--- src/rtl/sseg_pkg.sv ---
// Shared constants, display word type and hex-to-segment table for the
// 7-segment scan controller.
package sseg_pkg;

    localparam logic [6:0] SEG_BLANK = 7'h7F;
    localparam logic [3:0] AN_OFF    = 4'hF;

    // One displayable frame: four hex digits plus their decimal points.
    typedef struct packed {
        logic [15:0] value;
        logic [3:0]  dp;
    } disp_word_t;

    // Active-low segments, bit6=g ... bit0=a.
    function automatic logic [6:0] hex_to_seg(input logic [3:0] hex);
        logic [6:0] seg;
        case (hex)
            4'h0:    seg = 7'b1000000;
            4'h1:    seg = 7'b1111001;
            4'h2:    seg = 7'b0100100;
            4'h3:    seg = 7'b0110000;
            4'h4:    seg = 7'b0011001;
            4'h5:    seg = 7'b0010010;
            4'h6:    seg = 7'b0000010;
            4'h7:    seg = 7'b1111000;
            4'h8:    seg = 7'b0000000;
            4'h9:    seg = 7'b0010000;
            4'hA:    seg = 7'b0001000;
            4'hB:    seg = 7'b0000011;
            4'hC:    seg = 7'b1000110;
            4'hD:    seg = 7'b0100001;
            4'hE:    seg = 7'b0000110;
            default: seg = 7'b0001110;
        endcase
        return seg;
    endfunction

endpackage

--- src/rtl/hex7_decoder.sv ---
// Combinational hex nibble to active-low 7-segment pattern.
module hex7_decoder
    import sseg_pkg::*;
(
    input  logic [3:0] hex,
    output logic [6:0] seg
);

    assign seg = hex_to_seg(hex);

endmodule

--- src/rtl/sseg_scan_ctrl.sv ---
// Time-multiplexed 4-digit common-anode 7-segment scan controller with
// per-slot blanking and frame-synchronous value commit.
module sseg_scan_ctrl
    import sseg_pkg::*;
#(
    parameter int unsigned SCAN_DIV  = 100000,
    parameter int unsigned BLANK_CYC = 1000
) (
    input  logic        clk,
    input  logic        rst_n,
    input  logic [15:0] value,
    input  logic [3:0]  dp_in,
    input  logic [3:0]  dig_en,
    input  logic        load,
    output logic        busy,
    output logic        frame_tick,
    output logic [6:0]  seg,
    output logic        dp,
    output logic [3:0]  an
);

    localparam int unsigned CW = $clog2(SCAN_DIV);
    localparam logic [CW-1:0] CNT_MAX = CW'(SCAN_DIV - 1);
    localparam logic [CW-1:0] CNT_BLANK = CW'(BLANK_CYC);

    logic [CW-1:0] cnt_q, cnt_d;
    logic [1:0]    idx_q, idx_d;
    logic          slot_en_q, slot_en_cur;
    disp_word_t    shadow_q, shadow_d, pending_q, pending_d;
    logic          busy_q, busy_d;
    logic          frame_tick_q;
    logic          commit, drive;
    logic [3:0]    nibble;
    logic [6:0]    seg_dec;
    logic [3:0]    an_q, an_d;
    logic [6:0]    seg_q, seg_d;
    logic          dp_q, dp_d;

    assign commit = (cnt_q == CNT_MAX) && (idx_q == 2'd3);

    // At slot start the enable is taken live so a zero-length blank still works.
    assign slot_en_cur = (cnt_q == '0) ? dig_en[idx_q] : slot_en_q;
    assign drive       = (cnt_q >= CNT_BLANK) && slot_en_cur;

    always_comb begin
        cnt_d = cnt_q + 1'b1;
        idx_d = idx_q;
        if (cnt_q == CNT_MAX) begin
            cnt_d = '0;
            idx_d = idx_q + 2'd1;
        end
    end

    always_comb begin
        shadow_d  = shadow_q;
        pending_d = pending_q;
        busy_d    = busy_q;
        if (commit && load) begin
            shadow_d = '{value: value, dp: dp_in};
            busy_d   = 1'b0;
        end else if (commit && busy_q) begin
            shadow_d = pending_q;
            busy_d   = 1'b0;
        end else if (load) begin
            pending_d = '{value: value, dp: dp_in};
            busy_d    = 1'b1;
        end
    end

    assign nibble = shadow_q.value[{idx_q, 2'b00} +: 4];

    hex7_decoder u_dec (
        .hex (nibble),
        .seg (seg_dec)
    );

    always_comb begin
        an_d  = AN_OFF;
        seg_d = SEG_BLANK;
        dp_d  = 1'b1;
        if (drive) begin
            an_d  = ~(4'b0001 << idx_q);
            seg_d = seg_dec;
            dp_d  = ~shadow_q.dp[idx_q];
        end
    end

    always_ff @(posedge clk or negedge rst_n) begin
        if (!rst_n) begin
            cnt_q        <= '0;
            idx_q        <= 2'd0;
            slot_en_q    <= 1'b0;
            shadow_q     <= '0;
            pending_q    <= '0;
            busy_q       <= 1'b0;
            frame_tick_q <= 1'b0;
            an_q         <= AN_OFF;
            seg_q        <= SEG_BLANK;
            dp_q         <= 1'b1;
        end else begin
            cnt_q        <= cnt_d;
            idx_q        <= idx_d;
            slot_en_q    <= slot_en_cur;
            shadow_q     <= shadow_d;
            pending_q    <= pending_d;
            busy_q       <= busy_d;
            frame_tick_q <= commit;
            an_q         <= an_d;
            seg_q        <= seg_d;
            dp_q         <= dp_d;
        end
    end

    assign busy       = busy_q;
    assign frame_tick = frame_tick_q;
    assign an         = an_q;
    assign seg        = seg_q;
    assign dp         = dp_q;

endmodule

--- config.mk ---
export PLATFORM = sky130hd
export DESIGN_NAME = sseg_scan_ctrl
export DESIGN_NICKNAME = d
export VERILOG_FILES = /design/src/rtl/sseg_pkg.sv /design/src/rtl/hex7_decoder.sv /design/src/rtl/sseg_scan_ctrl.sv
export SDC_FILE = /design/constraint.sdc
export NUM_CORES = 1
export LEC_CHECK = 0
export ABC_AREA = 1
export CORE_MARGIN = 4
export CORE_UTILIZATION = 50
export CTS_CLUSTER_DIAMETER = 150
export DETAILED_ROUTE_END_ITERATION = 7
export PLACE_DENSITY = 0.74
export SLEW_MARGIN = 25
export SYNTH_ARGS = -nofsm -noshare
export SYNTH_HDL_FRONTEND = slang
export SYNTH_SLANG_ARGS = --single-unit
export TNS_END_PERCENT = 50
--- constraint.sdc ---
create_clock -name clk -period 1.7 [get_ports clk]
set_input_delay 0.34 -clock clk [delete_from_list [all_inputs] [get_ports clk]]
set_output_delay 0.34 -clock clk [all_outputs]
set_load 0.005 [all_outputs]
---- After elaboration in Yosys (flattened, before gate mapping) ----
Memory sizes are Yosys's and may differ from the RTL's.
Cells that the tools add are included.
storage, ports and cells
  memory bits (read-only) ................. 112
  memories ................................ 1
  latch bits .............................. 0
  memory bits (writable) .................. 0
  register bits after elaboration ......... 74
  output and inout port bits .............. 14
  input bits .............................. 27
  word-level logic and storage cells ...... 47
memories
  memory            depth  width  rd ports  clocked after Yosys merged registers in  wr ports  line            text
  (name not given)  16     7      1         0                                        0         sseg_pkg.sv:17  case (hex)
cells by class
  multiplexer cells ....................... 14
  divide/modulo/power cells ............... 0
  eq/ne operators ......................... 2
  multiply operators ...................... 0
  reduce and logical (&&, ||, !) cells .... 8
  shift-type cells ........................ 2
  add/sub/neg operators ................... 2
  bitwise operators ....................... 4
  $lt $le $gt $ge ......................... 2
operators with widths
  operator               number
  $mux 20                2
  $add 17x1->17 const B  1
  $eq 17x17->1 const B   1
  $ge 17x10->1 const B   1
  $logic_not 17->1       1
  $mux 17                1
  $shiftx 16x5->4        1
  $mux 1                 7
  $mux 7                 1
  $bmux 1 s2             2
  $logic_and 1x1->1      4
  $mux 4                 1
  $not 4->4              1
  $shl 1x2->4 const A    1
  $lt 2x3->1 const B     1
  $not 1->1              3
  $reduce_and 3->1       1
  $reduce_bool 3->1      1
  $add 2x1->2 const B    1
  $eq 2x2->1 const B     1
  $reduce_bool 2->1      1

---- Logic depth before layout (Yosys ltp) ----
Gate-level depths: netlist of the first run.
  word-level depth ........................ 5
  gate-level depth with buffers ........... 13
  gate-level depth less buffers ........... 12

---- Cells and area by module ----
From an unflattened synthesis of the first run, not the netlist that was laid out.
second synthesis, totals
  cells, all modules ...................... 535
  area, all modules ....................... 3952.5 um2
modules (own cells, without submodules)
  module          area an instance (um2)  cells an instance  seq. area each (um2)  instances
  sseg_scan_ctrl  3678.5                  486                1866.8                1
  hex7_decoder    274.0                   49                 0.0                   1

---- Worst setup path after synthesis of the first run ----
OpenSTA, ideal clock, no wires.
  path kind ............................... flip-flop to flip-flop
  start ................................... register idx_q[0]
  end ..................................... register seg_q[5], in the netlist seg[5]
  clock period less this slack ............ 1707 ps
  stages on the path, launching flop included .. 11
  path slack .............................. -7 ps
  path buffers ............................ 1
  data required time ...................... 1622 ps
  library setup time ...................... 78 ps
  arrival time ............................ 1629 ps
  cells stage by stage .................... dfrtp_1 buf_2 nand2_1 nand2_1 o21ai_1 inv_1 ha_1 nand2_1 nand2_1 a21oi_1 nand2_1
between the ends
  cells in the longest elaborated chain, start to end .. 5
  elaborated cells between the ends (all ways) .. 7
  classes of those cells .................. shift (1); mux (4); reduce/logical (1); memory (1)
RTL lines
  item                                                  line                   text
  from (decl)                                           sseg_scan_ctrl.sv:27   logic [1:0] idx_q, idx_d;
  from (signal assigned)                                sseg_scan_ctrl.sv:102  idx_q <= idx_d;
  branches (longest 4 deep; another with $mem_v2 16x7)  -
  $mux 7 *                                              sseg_scan_ctrl.sv:81   if (drive) begin
  named net seg_d[5]                                    sseg_scan_ctrl.sv:36   logic [6:0] seg_q, seg_d;
  to (signal assigned)                                  sseg_scan_ctrl.sv:109  seg_q <= seg_d;
  to (decl)                                             sseg_scan_ctrl.sv:36
Mark *: on every way through the listed nets, which the timed path passes. The select of a mux whose other input is x is not followed.
A chain may end at the register's enable or synchronous reset.

---- Final worst setup path of the first run ----
  start ................................... register cnt_q[1]
  end ..................................... register pending_q[11] in the netlist's numbering
between the ends
  cells in the longest elaborated chain, start to end .. 5
  elaborated cells between the ends (all ways) .. 7
  classes of those cells .................. eq/ne (1); bitwise (2); reduce/logical (4)
RTL lines
  item                                  line                                        text
  from (decl)                           sseg_scan_ctrl.sv:26                        logic [CW-1:0] cnt_q, cnt_d;
  from (signal assigned)                sseg_scan_ctrl.sv:101                       cnt_q <= cnt_d;
  $eq 17x17->1 *                        sseg_scan_ctrl.sv:39                        assign commit = (cnt_q == CNT_MAX) && (idx_q == 2'd3);
  $logic_and 1x1->1 *                   sseg_scan_ctrl.sv:39
  $logic_and 1x1->1 (on tied branches)  sseg_scan_ctrl.sv:61, sseg_scan_ctrl.sv:58
  $not 1->1 (no source line)            -
  $reduce_and 3->1 (no source line) *   -
  to (signal assigned)                  sseg_scan_ctrl.sv:105                       pending_q <= pending_d;
  to (decl)                             sseg_scan_ctrl.sv:29                        disp_word_t shadow_q, shadow_d, pending_q, pending_d;
Every way passes the cells marked *; elsewhere a longest branch is shown, timed or not.

==> results of run 1 <==
## state kept, by name (all words and copies together) (netlist names)
signal	count
pending_q	20
seg	7
slot_en_q	1
frame_tick	1
dp	1
idx_q	2
busy	1
an	4
cnt_q	17
shadow_q	20
## cell type report
cell class                 instances  area (um^2)
timing repair buffer              80        818.3
fill                             614         2447
sequential                        74         1868
clock inverter                     5        77.57
tap                              102        127.6
multi-input combinational        383         2037
inverter                          66        250.2
clock buffer                      11        141.4
## synthesized netlist by cell type
cell type / number
inv_2: 4
nor4_1: 2
nand2_4: 1
dfstp_2: 12
nor2_2: 4
ha_1: 12
buf_6: 6
o21ai_0: 10
nand3_2: 1
o21ai_1: 2
or2_2: 1
nand4_2: 1
nor2_1: 62
buf_2: 5
a31oi_1: 2
nand2_1: 204
nand3_4: 1
nand4_1: 7
nand2_2: 3
nand3_1: 48
inv_1: 62
clkbuf_1: 6
nor3b_1: 2
o22ai_1: 1
buf_4: 2
dfrtp_1: 62
xor2_1: 7
nor3_1: 8
a21oi_1: 3
## critical path, stage by stage (launching register included)
cell	delay [ns]
dfrtp_1	0.41
ha_4	0.17
nand3_4	0.09
inv_2	0.08
nand3_2	0.09
nor2_4	0.19
buf_6	0.17
nand2_8	0.10
buf_8	0.16
nand3_2	0.07
nand2_2	0.06
## stage by stage
stage,utilization [%],TNS (ns)
6_report,68.49,-0.002187
3_3_place_gp,59.75,-1.546
3_5_place_dp,59.75,-1.871
4_1_cts,62.87,-0.003540
5_1_grt,68.49,-3.068
2_1_floorplan,-,0
## power by group
part	internal (mW)	switching (mW)	leakage, nW	total (mW)
sequential	1.80	0.0217	0.933	1.83
combinational	0.113	0.138	1.71	0.251
clock	0.862	0.643	0.109	1.51
## kinds of logic after synthesis
| kind of cell | after synthesis |
|---|---|
| AO/OA/AOI/OAI | 18 |
| flip-flops | 74 |
| AND/OR/NAND/NOR | 345 |
| buffers and inverters | 85 |
| adder cells (fa/ha/maj) | 12 |
| XOR/XNOR | 7 |
## worst min path at each step
stage / start / endpoint / slack (ns)
after floorplan: rst_n / busy$_DFFE_PN0P_ / 0.04
after global placement: rst_n / cnt_q[11]$_DFF_PN0_ / 0.40
after detailed placement: rst_n / cnt_q[11]$_DFF_PN0_ / 0.40
after CTS: rst_n / cnt_q[11]$_DFF_PN0_ / 0.03
after global routing: rst_n / cnt_q[12]$_DFF_PN0_ / 0.05
final: rst_n / cnt_q[12]$_DFF_PN0_ / 0.01
## routing by layer
metal | part of all wire (%) | wire length, um | up-vias | global-route usage, %
met4 | 2.5 | 251 | 0 | 6.922
li1 | - | - | 1812 | -
met2 | 49 | 5004 | 139 | 33.32
met1 | 42 | 4285 | 1692 | 27.34
met5 | 0 | 0 | - | 0
met3 | 5.6 | 569 | 19 | 3.159
## cells in the final DEF, fill, tap and decap left out, types with 3 or more instances in the layout
cell / synthesis / layout
buf_4: 2 / 25
buf_6: 6 / 8
clkbuf_16: 0 / 3
clkbuf_8: 0 / 10
clkdlybuf4s50_1: 0 / 27
dfrtp_1: 62 / 61
dfstp_2: 12 / 12
dlygate4sd2_1: 0 / 8
dlymetal6s2s_1: 0 / 4
ha_1: 12 / 6
ha_4: 0 / 5
inv_1: 62 / 56
inv_2: 4 / 9
nand2_1: 204 / 189
nand2_2: 3 / 15
nand3_1: 48 / 33
nand3_2: 1 / 14
nand3_4: 1 / 4
nand4_1: 7 / 7
nor2_1: 62 / 61
nor2_2: 4 / 3
nor3_1: 8 / 6
o21ai_0: 10 / 10
xor2_1: 7 / 7
## what timing repair did
item,4_1_cts,5_1_grt
cloned,1,4
endpoints found under the setup margin,50,64
pin swaps,0,27
gates resized for setup,14,74
setup buffers,0,7
==> reports/metrics.yaml, run 1 <==
status: "finished, violations left"
violations: "negative setup slack"
port-buffer-count: 40
dpl_worst_slack_ns: -0.1130
cts.path.max_buffers: 2
synth_compound_area_share_pct: 2.345
synth_top_family_by_area: "simple AND/OR/NAND/NOR gates"
hold_slack_ns: 0.01192
hold_violations: 0
layout-drive-gt1-share_pct: 21.49
clk_pin_slew_worst_paths_ns: 0.08
layout.nets: 653
numCtsBuffers: 9
setup_viol: 1
crit_end: "pending_q[11]$_DFFE_PN0P_"
ant_nets: 0
synth_warnings: 0
slew_headroom_pct: 72.70
worstReg2RegStart: "cnt_q[1]$_DFF_PN0_"
p_per_area_nw_per_um2: 673.2
tightest_slew_ns: 0.4058
worstPathRequired_ns: 1.94
critPathLaunchType: "register"
syn_area_um2: 4001
p_leak_nw: 2.750
cts-root-buf: "clkbuf_8"
hold_path.class: "in -> async"
start_util_pct: 51.51
clkLatencyLatePin_ns: 0.35
cp_max_fo: 6
antenna_found_initial: 0
synth_fp_nets: 580
dpl-instance-area_um2: 4641
yosys.area.top_type: "dfrtp_1"
hold_buffers: 0
clock-sinks: 74
core_um2: 7767
synth_top_area_share_pct: 38.77
ys_seq_area_share_pct: 46.65
synth_fa_ha_area_share_pct: 3.752
top_level_ports: 41
first_global_vias: 3495
via_per_inst: 5.079
clock.fmax_ghz: 0.5875
synthSimpleGateAreaFrac_pct: 36.27
syn_to_final_growth_pct: 32.96
synth_cell_types: 29
die_area_um2: 9497
synthCells: 541
grt_pass1_wl_um: 15990
final_area_um2: 5320
wl_per_cell_um: 14.02
synth_seq_cells: 74
netlist_top_cells_area: "dfrtp_1 (39%), nand2_1 (19%), dfstp_2 (7.9%)"
die_h_um: 97.46
worst_slack_ns: -0.002187
firstDrtPassIters: 5
wirelength_um: 10110
cp-startpoint: "cnt_q[1]$_DFF_PN0_"
htree_num_levels: 3
r2r-end: "pending_q[11]$_DFFE_PN0P_"
vdd_drop_max_uv: 444.5
postSynthAreaPerCell_um2: 7.396
fin_crit_sh_pct: 100.1
rows: 32
total_power_mw: 3.581
antenna_cells: 0
overflow: 0
final_max_slew_viol_count: 0
final_cell_count_no_fill: 721
grt_usage_pct: 20.27
place_hpwl_um: 6302
vias: 3662
gp_congestion: 0.8577
crit_type: "reg -> reg"
synthMuxAreaShare_pct: 0
drc_errors: 0
grt_start_max_net_pins: 75
tritoncts: "built"
finalCriticalPeriod_ns: 1.702
rsz0062_at_grt: "yes"
crit_arrival_ns: 1.94
r2r_cells: 10
rrSetupSlack_ns: -0.002
die_width_um: 97.46
synth-xor-area-share_pct: 1.532
drt-initial-drc-count: 201
dp_cells: 693
max_cap_violations: 0
skew_ns: 0.01017
end_kind: "register"
Note: power is estimated with default switching activity, not from simulation.
==> run 2: changes to the inputs <==
- PLACE_DENSITY: 0.74 -> 0.72
- REMOVE_ABC_BUFFERS: unset -> 1
- clock period: 1.7 -> 2.1 ns (I/O delays scaled with it)
==> run 2 against run 1 <==
Register-to-register slack better by 0.26 ns. Cell count decreased by 4.2%. Critical path depth increased by 1. The run now ends clean. Routed wire length decreased by 15%. Final area decreased by 11%. Clock skew is essentially flat. Sequential share of layout area up 4.3 points. Die area did not move. Flip-flop and latch count unchanged. Via count down 6.4%. Worst hold slack improved by 0.035 ns. Maximum frequency is 7.6% lower.
==> reports/metrics.yaml, run 2 (synthesis results as in run 1) <==
grt_pass1_wl_um: 14630
numCtsBuffers: 9
worst-path-stages: 11
drt-initial-drc-count: 206
via_per_inst: 4.961
skew_ns: 0.01035
final_area_um2: 4737
rsz0062_at_grt: "no"
first_global_vias: 3203
start_util_pct: 51.51
port-buffer-count: 40
wirelength_um: 8557
rows: 32
syn_to_final_growth_pct: 18.39
dpl-instance-area_um2: 4514
final_common_cell: "nand2_1"
layout.nets: 623
final_cell_mix: "nand2_1 (204), inv_1 (62), nor2_1 (62), dfrtp_1 (62), nand3_1 (48)"
fin_crit_sh_pct: 87.74
fin_setup_tns_ns: 0
vias: 3428
layout-drive-gt1-share_pct: 9.508
crit_type: "reg -> reg"
clock-sinks: 74
grt_start_max_net_pins: 41
worstPathCellList: "inv_2 > nand3_1 > o21ai_1 > inv_1 > ha_1 > nand2_1 > nand2_1 > nand2_1 > nand2_1 > inv_1 > nand2_1"
rrSetupSlack_ns: 0.26
crit_arrival_ns: 2.13
firstDrtPassIters: 5
critPathLaunchType: "register"
reg_top3: "pending_q: 20 flops, shadow_q: 20 flops, cnt_q: 17 flops"
drc_errors: 0
cts.path.max_buffers: 2
clock.fmax_ghz: 0.5428
slew_headroom_pct: 58.58
hold_buffers: 0
cp_max_fo: 9
die_h_um: 97.46
cpPeakStageDelay_ns: 0.51
final_max_slew_viol_count: 0
vdd_drop_max_uv: 348.6
hold_path.class: "in -> async"
die_area_um2: 9497
place_hpwl_um: 6045
cts-root-buf: "clkbuf_8"
wl_per_cell_um: 12.38
finalCriticalPeriod_ns: 1.842
r2r_cells: 11
tritoncts: "built"
path_delay_family: "flip-flops"
ant_nets: 0
p_per_area_nw_per_um2: 610.1
setup_viol: 0
crit_path_top_delay_cell: "dfrtp_1"
clkLatencyLatePin_ns: 0.36
cp-startpoint: "idx_q[1]$_DFFE_PN0N_"
die_width_um: 97.46
grt_usage_pct: 18.95
top_level_ports: 41
status: "finished clean"
crit_top_cell: "nand2_1"
htree_num_levels: 3
gp_congestion: 0.9209
max_cap_violations: 0
p_leak_nw: 2.581
postCtsSetupRepairBufs: 0
core_um2: 7767
hold_violations: 0
antenna_found_initial: 0
end_kind: "register"
worstReg2RegStart: "idx_q[1]$_DFFE_PN0N_"
worstPathRequired_ns: 2.39
overflow: 0
antenna_cells: 0
critPathBufInv: 3
clk_pin_slew_worst_paths_ns: 0.08
tightest_slew_ns: 0.6206
==> run 2: final timing paths <==
kind	end
min in group clk	pending_q[1]$_DFFE_PN0P_
worst min-delay path	cnt_q[2]$_DFF_PN0_
worst max-delay path	seg[3]$_DFF_PN1_
max in group asynchronous	seg[4]$_DFF_PN1_
worst min register to register	pending_q[1]$_DFFE_PN0P_
worst max register to register	seg[3]$_DFF_PN1_
==> run 2: where the power goes <==
group | switching, mW | leakage [nW] | internal, mW | total (mW)
sequential | 0.0178 | 0.935 | 1.46 | 1.48
clock | 0.527 | 0.116 | 0.693 | 1.22
combinational | 0.104 | 1.53 | 0.0878 | 0.192
total | 0.649 | 2.58 | 2.24 | 2.89
==> run 2: routing by layer <==
| metal | vias to the layer above | global-route usage, % | part of all wire [%] | wire length (um) |
|---|---|---|---|---|
| li1 | 1747 | - | - | - |
| met1 | 1578 | 24.69 | 45 | 3833 |
| met2 | 92 | 30.47 | 48 | 4086 |
| met3 | 11 | 4.451 | 5.5 | 473 |
| met4 | 0 | 7.668 | 1.9 | 163 |
| met5 | - | 0 | 0 | 0 |
==> run 2: through the flow <==
step / util [%] / instances / hold WS, ns / setup WS [ns] / power (mW)
after floorplan: - / 522 / 0.1244 / -0.3346 / 1.578
after global placement: 58.12 / 675 / 0.4435 / 0.01784 / 1.696
after detailed placement: 58.12 / 675 / 0.4509 / 0.05523 / 1.699
after CTS: 60.92 / 691 / 0.06695 / 0.2077 / 2.910
after global routing: 60.99 / 691 / 0.07013 / 0.05018 / 3.015
final: 60.99 / 691 / 0.04662 / 0.2576 / 2.890
==> run 2: repair_timing <==
| item | in CTS | in global routing |
|---|---|---|
| gates resized for setup | 0 | 1 |
| setup endpoints to repair | 0 | 1 |
| hold endpoints to repair | 0 | 0 |
==> run 2: final cells by class <==
class,count,area [um^2]
fillers,686,3030
inverters,66,247.7
well taps,102,127.6
repair buffers,51,515.5
flip-flops and latches,74,1867
clock buffers,10,137.6
clock inverters,6,80.08
multi-input cells,382,1762
==> run 2: worst register-to-register path, cell delays in order, from the launching register on <==
cell     delay, ns
dfrtp_1       0.51
inv_2         0.21
nand3_1       0.10
o21ai_1       0.22
inv_1         0.16
ha_1          0.24
nand2_1       0.11
nand2_1       0.07
nand2_1       0.06
nand2_1       0.04
inv_1         0.04
nand2_1       0.04
